File: src/rtl/mult_dispatch_pkg.sv
// Shared types for the multiplier dispatcher: FSM states, operand pair, sizing defaults.
// Zero-operand bypass is compiled in with MULT_DISPATCH_ZERO_BYPASS_EN.
package mult_dispatch_pkg;

   localparam int MUL_W      = 16;
   localparam int FIFO_DEPTH = 4;

   typedef enum logic [1:0] {
      IDLE  = 2'd0,
      ISSUE = 2'd1,
      WAIT  = 2'd2,
      HOLD  = 2'd3
   } state_t;

   typedef struct packed {
      logic [MUL_W-1:0] a;
      logic [MUL_W-1:0] b;
   } operand_t;

   // A pair with either operand zero has a known zero product.
   function automatic logic has_zero_operand(input operand_t op);
      return (op.a == {MUL_W{1'b0}}) || (op.b == {MUL_W{1'b0}});
   endfunction

endpackage

File: src/rtl/mult_dispatch_fifo.sv
// Operand-pair FIFO for the dispatcher: registered storage, no empty bypass,
// push refused while full regardless of a same-cycle pop.
module mult_dispatch_fifo
   import mult_dispatch_pkg::*;
#(
   parameter int DEPTH = FIFO_DEPTH
) (
   input  logic                     clk,
   input  logic                     rst_n,
   input  logic                     push,
   input  operand_t                 push_data,
   input  logic                     pop,
   output operand_t                 pop_data,
   output logic                     full,
   output logic                     empty,
   output logic [$clog2(DEPTH):0]   count
);

   localparam int AW = $clog2(DEPTH);
   localparam logic [AW-1:0] PTR_ONE  = AW'(1);
   localparam logic [AW:0]   CNT_ONE  = (AW+1)'(1);
   localparam logic [AW:0]   CNT_FULL = (AW+1)'(DEPTH);

   operand_t        mem_r [DEPTH];
   logic [AW-1:0]   wr_ptr_r;
   logic [AW-1:0]   rd_ptr_r;
   logic [AW:0]     count_r;
   logic            do_push_s;
   logic            do_pop_s;

   assign full      = (count_r == CNT_FULL);
   assign empty     = (count_r == '0);
   assign count     = count_r;
   assign pop_data  = mem_r[rd_ptr_r];
   assign do_push_s = push && !full;
   assign do_pop_s  = pop && !empty;

   // Storage, pointers and occupancy; pointers wrap naturally since DEPTH is a power of 2.
   always_ff @(posedge clk or negedge rst_n) begin
      if (!rst_n) begin
         wr_ptr_r <= '0;
         rd_ptr_r <= '0;
         count_r  <= '0;
         for (int i = 0; i < DEPTH; i++) begin
            mem_r[i] <= '0;
         end
      end else begin
         if (do_push_s) begin
            mem_r[wr_ptr_r] <= push_data;
            wr_ptr_r        <= wr_ptr_r + PTR_ONE;
         end
         if (do_pop_s) begin
            rd_ptr_r <= rd_ptr_r + PTR_ONE;
         end
         case ({do_push_s, do_pop_s})
            2'b10:   count_r <= count_r + CNT_ONE;
            2'b01:   count_r <= count_r - CNT_ONE;
            default: count_r <= count_r;
         endcase
      end
   end

endmodule

File: src/rtl/mult_dispatch.sv
// Sequencer in front of the shift-add multiplier: buffers operand pairs, issues one start
// per pair, returns products in order. Define MULT_DISPATCH_ZERO_BYPASS_EN to skip zero pairs.
module mult_dispatch
   import mult_dispatch_pkg::*;
#(
   parameter int W     = MUL_W,
   parameter int DEPTH = FIFO_DEPTH
) (
   input  logic                     clk,
   input  logic                     rst_n,
   input  logic                     in_valid,
   output logic                     in_ready,
   input  logic [W-1:0]             in_a,
   input  logic [W-1:0]             in_b,
   output logic                     out_valid,
   input  logic                     out_ready,
   output logic [2*W-1:0]           out_result,
   output logic                     mul_start,
   output logic [W-1:0]             mul_a,
   output logic [W-1:0]             mul_b,
   input  logic                     mul_ready,
   input  logic [2*W-1:0]           mul_result,
   output logic [$clog2(DEPTH):0]   occupancy
);

   state_t            state_r;
   logic              mul_start_r;
   logic [W-1:0]      mul_a_r;
   logic [W-1:0]      mul_b_r;
   logic              out_valid_r;
   logic [2*W-1:0]    out_result_r;
   operand_t          wr_data_s;
   operand_t          head_s;
   logic              full_s;
   logic              empty_s;
   logic              push_s;
   logic              pop_s;

   assign in_ready    = !full_s;
   assign push_s      = in_valid && !full_s;
   assign pop_s       = (state_r == IDLE) && !empty_s;
   assign wr_data_s.a = in_a;
   assign wr_data_s.b = in_b;

   assign mul_start   = mul_start_r;
   assign mul_a       = mul_a_r;
   assign mul_b       = mul_b_r;
   assign out_valid   = out_valid_r;
   assign out_result  = out_result_r;

   mult_dispatch_fifo #(.DEPTH(DEPTH)) u_fifo (
      .clk       (clk),
      .rst_n     (rst_n),
      .push      (push_s),
      .push_data (wr_data_s),
      .pop       (pop_s),
      .pop_data  (head_s),
      .full      (full_s),
      .empty     (empty_s),
      .count     (occupancy)
   );

   // Dispatch FSM; mul_ready only matters in WAIT, so a stale done level after reset is ignored.
   always_ff @(posedge clk or negedge rst_n) begin
      if (!rst_n) begin
         state_r      <= IDLE;
         mul_start_r  <= 1'b0;
         mul_a_r      <= '0;
         mul_b_r      <= '0;
         out_valid_r  <= 1'b0;
         out_result_r <= '0;
      end else begin
         mul_start_r <= 1'b0;
         case (state_r)
            IDLE: begin
               if (!empty_s) begin
                  mul_a_r <= head_s.a;
                  mul_b_r <= head_s.b;
`ifdef MULT_DISPATCH_ZERO_BYPASS_EN
                  if (has_zero_operand(head_s)) begin
                     out_result_r <= '0;
                     out_valid_r  <= 1'b1;
                     state_r      <= HOLD;
                  end else begin
                     mul_start_r <= 1'b1;
                     state_r     <= ISSUE;
                  end
`else
                  mul_start_r <= 1'b1;
                  state_r     <= ISSUE;
`endif
               end
            end
            ISSUE: begin
               state_r <= WAIT;
            end
            WAIT: begin
               if (mul_ready) begin
                  out_result_r <= mul_result;
                  out_valid_r  <= 1'b1;
                  state_r      <= HOLD;
               end
            end
            HOLD: begin
               if (out_ready) begin
                  out_valid_r <= 1'b0;
                  state_r     <= IDLE;
               end
            end
            default: begin
               state_r <= IDLE;
            end
         endcase
      end
   end

endmodule

File: config.mk
export PLATFORM = sky130hd
export DESIGN_NAME = mult_dispatch
export DESIGN_NICKNAME = d
export VERILOG_FILES = /design/src/rtl/mult_dispatch_pkg.sv /design/src/rtl/mult_dispatch_fifo.sv /design/src/rtl/mult_dispatch.sv
export SDC_FILE = /design/constraint.sdc
export NUM_CORES = 1
export LEC_CHECK = 0
export ABC_AREA = 1
export CAP_MARGIN = 20
export CORE_UTILIZATION = 49
export DETAILED_ROUTE_END_ITERATION = 8
export PLACE_DENSITY = 0.75
export REMOVE_ABC_BUFFERS = 1
export SYNTH_ARGS = -nofsm -noshare
export SYNTH_HDL_FRONTEND = slang
export SYNTH_HIERARCHICAL = 1
export SYNTH_SLANG_ARGS = --single-unit
File: constraint.sdc
create_clock -name clk -period 2.25 [get_ports clk]
set_input_delay 0.45 -clock clk [delete_from_list [all_inputs] [get_ports clk]]
set_output_delay 0.45 -clock clk [all_outputs]
set_load 0.1 [all_outputs]
==> Yosys cells after proc, flatten, opt, wreduce, memory -nomap -nowiden <==
Cells that the tools add are included.
{ "totals": {"ff_bits": 203, "inputBits": 69, "output_inout_bits": 70, "wordCells": 67} }
{ "classes": {"add_sub_neg": 4, "n_lt_le_gt_ge": 3, "eq_ne": 9, "muxes": 16, "bitwise": 3, "reduce_logical": 15} }
{ "op_table": {"columns": ["op", "count"], "rows": [
  ["$bwmux 128", 1],
  ["$mux 32", 3],
  ["$bmux 32 s2", 1],
  ["$demux 32 s2", 1],
  ["$pmux 2 s4", 1],
  ["$eq 2x2->1 const B", 3],
  ["$ge 3x3->1 const B", 2],
  ["$mux 2", 3],
  ["$ne 2x2->1 const B", 3],
  ["$not 2->3", 2],
  ["$pmux 3 s2", 1],
  ["$reduce_and 3->1", 2],
  ["$logic_and 1x1->1", 5],
  ["$add 2x1->2 const B", 2],
  ["$eq 2x1->1 const B", 2],
  ["$mux 1", 4],
  ["$reduce_and 2->1", 2],
  ["$reduce_bool 2->1", 2],
  ["$add 3x1->3 const B", 1],
  ["$eq 3x3->1 const B", 1],
  ["$logic_not 3->1", 1],
  ["$lt 3x1->1 const B", 1],
  ["$sub 3x1->3 const B", 1],
  ["$logic_not 1->1", 2],
  ["3 further kinds", 3]
]} }

==> Logic depth before layout (Yosys ltp) <==
{ "depth": {"depth_word": 6, "ltp_mapped": 17, "ltp_nobuf": 15} }

==> By module <==
The synthesis kept the hierarchy.
{ "modules_own_cells": {"columns": ["module", "n_inst", "cells_per_inst", "area_per_inst_um2", "seq_area_each_um2"], "rows": [
  ["mult_dispatch_fifo", 1, 841, 6707.7, 3378.2],
  ["mult_dispatch", 1, 312, 2756.4, 1701.6]
]} }

==> Worst setup path after synthesis <==
OpenSTA, ideal clock, no wires.
{ "synth_timing": {"kind": "reg2reg", "start": "reg u_fifo.count_r[1] (netlist: u_fifo/count[1])", "end": "reg u_fifo.count_r[1] (netlist: u_fifo/count[1])", "setup_time_ns": 0.083, "arrival_ns": 2.892, "slack_ns": -0.725, "stages_incl_launch_ff": 14, "path_buffers": 4, "synth_period_minus_slack_ns": 2.975, "cell_sequence": "dfrtp_1 nor2_2 nand2_4 buf_6 buf_6 inv_2 nor2_1 buf_2 buf_4 nand2_1 ha_1 inv_1 fa_1 o21ai_0"} }
{ "synth_via": {"elab_chain_cells": 6, "word_cells_on_any_way": 14, "cone_classes": "add/sub: 2; eq/ne: 3; mux: 1; reduce/logical: 8"} }
{ "synth_rtl": {"columns": ["element", "line_no", "text"], "rows": [
  ["start: declaration", "mult_dispatch_fifo.sv:27", "logic [AW:0] count_r;"],
  ["start signal: assignment", "mult_dispatch_fifo.sv:56", "2'b10: count_r <= count_r + CNT_ONE;"],
  ["start signal: assignment", "mult_dispatch_fifo.sv:57", "2'b01: count_r <= count_r - CNT_ONE;"],
  ["start signal: assignment", "mult_dispatch_fifo.sv:58", "default: count_r <= count_r;"],
  ["$eq 3x3->1 *", "mult_dispatch_fifo.sv:31", "assign full = (count_r == CNT_FULL);"],
  ["net full_s", "mult_dispatch.sv:34", "logic full_s;"],
  ["$logic_not 1->1 *", "mult_dispatch.sv:40", "assign push_s = in_valid && !full_s;"],
  ["$logic_and 1x1->1 *", "mult_dispatch.sv:40", null],
  ["net push_s", "mult_dispatch.sv:36", "logic push_s;"],
  ["$logic_and 1x1->1 *", "mult_dispatch_fifo.sv:35", "assign do_push_s = push && !full;"],
  ["$eq 2x1->1 / $eq 2x2->1 (equally long branches)", "mult_dispatch_fifo.sv:55", "case ({do_push_s, do_pop_s})"],
  ["$pmux 3 s2 / $reduce_bool 2->1 (equally long branches)", null, null]
]} }
The timed path passes the listed nets; every way through them passes the cells marked *.
A chain may end at the register's enable or synchronous reset.

==> Final worst setup path <==
{ "layout_timing": {"start": "reg u_fifo.count_r[1] (netlist: u_fifo/count[1])", "end": "reg u_fifo.count_r[2] (netlist: u_fifo/count[2])"} }
{ "layout_via": {"elab_chain_cells": 6, "word_cells_on_any_way": 14, "cone_classes": "add/sub: 2; eq/ne: 3; mux: 1; reduce/logical: 8"} }
{ "layout_rtl": {"columns": ["element", "line_no", "text"], "rows": [
  ["$logic_not 3->1 *", "mult_dispatch_fifo.sv:32", "assign empty = (count_r == '0);"],
  ["net empty_s", "mult_dispatch.sv:35", "logic empty_s;"],
  ["$logic_not 1->1 *", "mult_dispatch_fifo.sv:36, mult_dispatch.sv:41", null],
  ["$logic_and 1x1->1", "mult_dispatch.sv:41", "assign pop_s = (state_r == IDLE) && !empty_s;"],
  ["$logic_and 1x1->1 *", "mult_dispatch_fifo.sv:36", "assign do_pop_s = pop && !empty;"],
  ["net u_fifo.do_pop_s", "mult_dispatch_fifo.sv:29", "logic do_pop_s;"],
  ["$eq 2x1->1 / $eq 2x2->1 (equally long branches)", "mult_dispatch_fifo.sv:55", null],
  ["$pmux 3 s2 / $reduce_bool 2->1 (equally long branches)", null, null]
]} }
Marked as above.

==> metrics <==
Main synth FF type dfrtp_1; GRT overflow 0; core area 18800 um^2; syn avg cell area roughly 8.2 um^2; Worst Path Max Fanout 4; vias in the first global route 7933; clock skew 0.00806 ns; clk slew on worst S/H paths 0.06 ns; Hold Path Class input pin to async pin; post-synthesis mux area share 0; RD Place Congestion approximately 0.75; Req. time, crit path approximately 2.6 ns; sequential share of the synthesized area 0.537; Die Area 19900 um^2; crit path kind flop to flop; Post-Synth Simple-Gate Area 0.330; Largest stage delay, worst path 0.41 ns; Finished Layout Cells 1537; Post-route DRC 0; CTS sink cnt 203; Worst R2R End u_fifo/count[2]; H-tree depth 1; outcome finished, final reports clean; Yosys warning total 6; post-synthesis xor/xnor area fraction 0.000925; routed via count 8377; Post-Syn Instances 1153; setup TNS 0 ns; Yosys cell types 23; Post-Synth Adder-Cell Area 0.0153; Critical Path Sink Type flop; initial antenna violation count 0; Initial Util 0.503; fin crit period 2.13 ns; number of synthesized flops with an enable pin 0; gr usage total 0.258; Post-DP HPWL 14500 um; crit-path cells nor2_4 -> nand2_1 -> inv_1 -> or2_4 -> inv_4 -> nand2_2 -> inv_1 -> ha_2 -> inv_2 -> fa_2 -> nand2_2 -> nand3_1 -> nand2_1 -> nand2_1; clock tree buffer depth 3; initial DRC count 644; Worst setup startpoint u_fifo/count[1]; Worst slew margin 0.424; number of nets in the layout 1342; Max Slew Vio Count 0; Final setup viols 0; Die W 141 um; first-pass GRT wire length about 41000 um; Die Y 141 um; port bufs 138; worst skew pair latency 0.50 ns; DRT Pass-1 Iters 5; main combinational cell family by area after synthesis simple AND/OR/NAND/NOR gates; # placed instances 1495; post-synthesis compound-gate area fraction 0.0521; number of diodes 0; largest net degree at the start of global routing 109; TritonCTS clock tree yes; post-detailed-routing wire length 25100 um; worst r2r src u_fifo/count[1]; Cell Area, Synth 9460 um^2; share of cells above drive strength 1 0.131; critical path launch point type flop; WL/cell approximately 16 um; async set-reset flop share out of synthesis 1.00; DR vias/cell 5.45; CP arrival roughly 2.5 ns; Most common cell on crit path nand2_1; Seq cells post-synth 203; I/O pin count 139; Max-cap violations 0; worst slew pin tran 0.864 ns; Worst Setup EP u_fifo/count[2]; R2R setup slack 0.12 ns; Area Growth Syn to Fin 22.2%; Rows 50; slowest stage cell on the critical path dfrtp_1; Worst Reg2Reg Path Length in Cells 14; maximum clock rate 469 MHz; CTS buffer count 21; final period utilization 0.947; endpoints failing hold 0; Final ANT Viol Nets 0; clock root cell clkbuf_16
[cell usage after synthesis (3+ instances only)]
cell type / count / area [um^2]
dfrtp_1: 203 / 5080
inv_2: 3 / 11.3
o21ai_1: 71 / 355
nand4_1: 131 / 820
ha_1: 10 / 125
nand2_1: 448 / 1680
nor2_1: 97 / 364
nand3_1: 38 / 190
buf_1: 7 / 26.3
buf_6: 13 / 146
o21ai_0: 26 / 130
inv_1: 19 / 71.3
buf_2: 51 / 255
clkbuf_1: 23 / 86.3
nand3_2: 4 / 40.0
[final cells by class]
cell class	instances	area, um^2
inverter	23	88.8
timing repair buffer	182	1590
tap	260	325
clock buffer	33	631
fill	1656	7260
sequential	203	5080
multi-input combinational	831	3790
clock inverter	5	53.8
[cells in the final DEF, fill, tap and decap left out, types with 8 or more instances in the layout]
| cell type | instances |
|---|---|
| clkbuf_16 | 21 |
| ha_1 | 8 |
| clkdlybuf4s50_1 | 67 |
| o21ai_1 | 72 |
| nor2_1 | 96 |
| dfrtp_1 | 201 |
| nand2_1 | 446 |
| buf_4 | 109 |
| o21ai_0 | 25 |
| nand4_1 | 131 |
| inv_1 | 17 |
| nand3_1 | 38 |
[registers in the layout, summed over array words and instances (netlist names)]
name,flops
out_valid,1
mul_start,1
state_r,2
u_fifo/rd_ptr_r,2
u_fifo/mem_r,128
mul_b,16
u_fifo/count,3
out_result,32
mul_a,16
u_fifo/wr_ptr_r,2
[cell families after synthesis]
logic type | after synthesis
compound gates | 98
xor+xnor | 1
fa+ha+maj | 11
buf+inv | 119
flops | 203
simple gates | 721
[metrics by stage]
stage / util / hold WS (ns) / area (um^2) / setup slack [ns]
after floorplan: - / 0.154 / 8930 / -5.93
after global placement: 0.575 / 0.386 / 10800 / 0.109
after detailed placement: 0.575 / 0.388 / 10800 / 0.0634
after CTS: 0.612 / 0.419 / 11500 / 0.0384
after global routing: 0.614 / 0.442 / 11600 / -0.0181
final: 0.614 / 0.413 / 11600 / 0.119
[what timing repair did]
| item | 4_1_cts | 5_1_grt |
|---|---|---|
| resized for setup | 0 | 11 |
| hold buffers | 1 | 0 |
| buffers inserted | 0 | 3 |
| endpoints found under the hold margin | 34 | 0 |
| setup endpoints to repair | 0 | 2 |
[metal layers]
| metal | vias to the layer above | share of wire | GRT usage |
|---|---|---|---|
| met2 | 320 | 0.47 | 0.423 |
| li1 | 4013 | - | - |
| met4 | 0 | 0.013 | 0.0652 |
| met1 | 4015 | 0.44 | 0.358 |
| met3 | 29 | 0.076 | 0.0404 |
| met5 | - | 0 | 0 |
[worst min path at each step]
stage | startpoint | endpoint | slack, ns | cells after the start
3_5_place_dp | rst_n | out_result[25] | 0.39 | 1
2_1_floorplan | rst_n | mul_a[0] | 0.15 | 0
3_3_place_gp | rst_n | out_result[31] | 0.39 | 1
6_report | rst_n | out_result[25] | 0.41 | 2
4_1_cts | rst_n | out_result[25] | 0.42 | 2
5_1_grt | rst_n | out_result[25] | 0.44 | 2
[critical path: cells and delay by family, from the launching register on]
family / cells / cell delay (ns)
buf+inv: 4 / 0.25
simple gates: 8 / 0.81
fa+ha+maj: 2 / 0.55
flops: 1 / 0.41
Power is not shown: default switching activity piles up to over one toggle a cycle in this logic, so the estimate is an artifact.
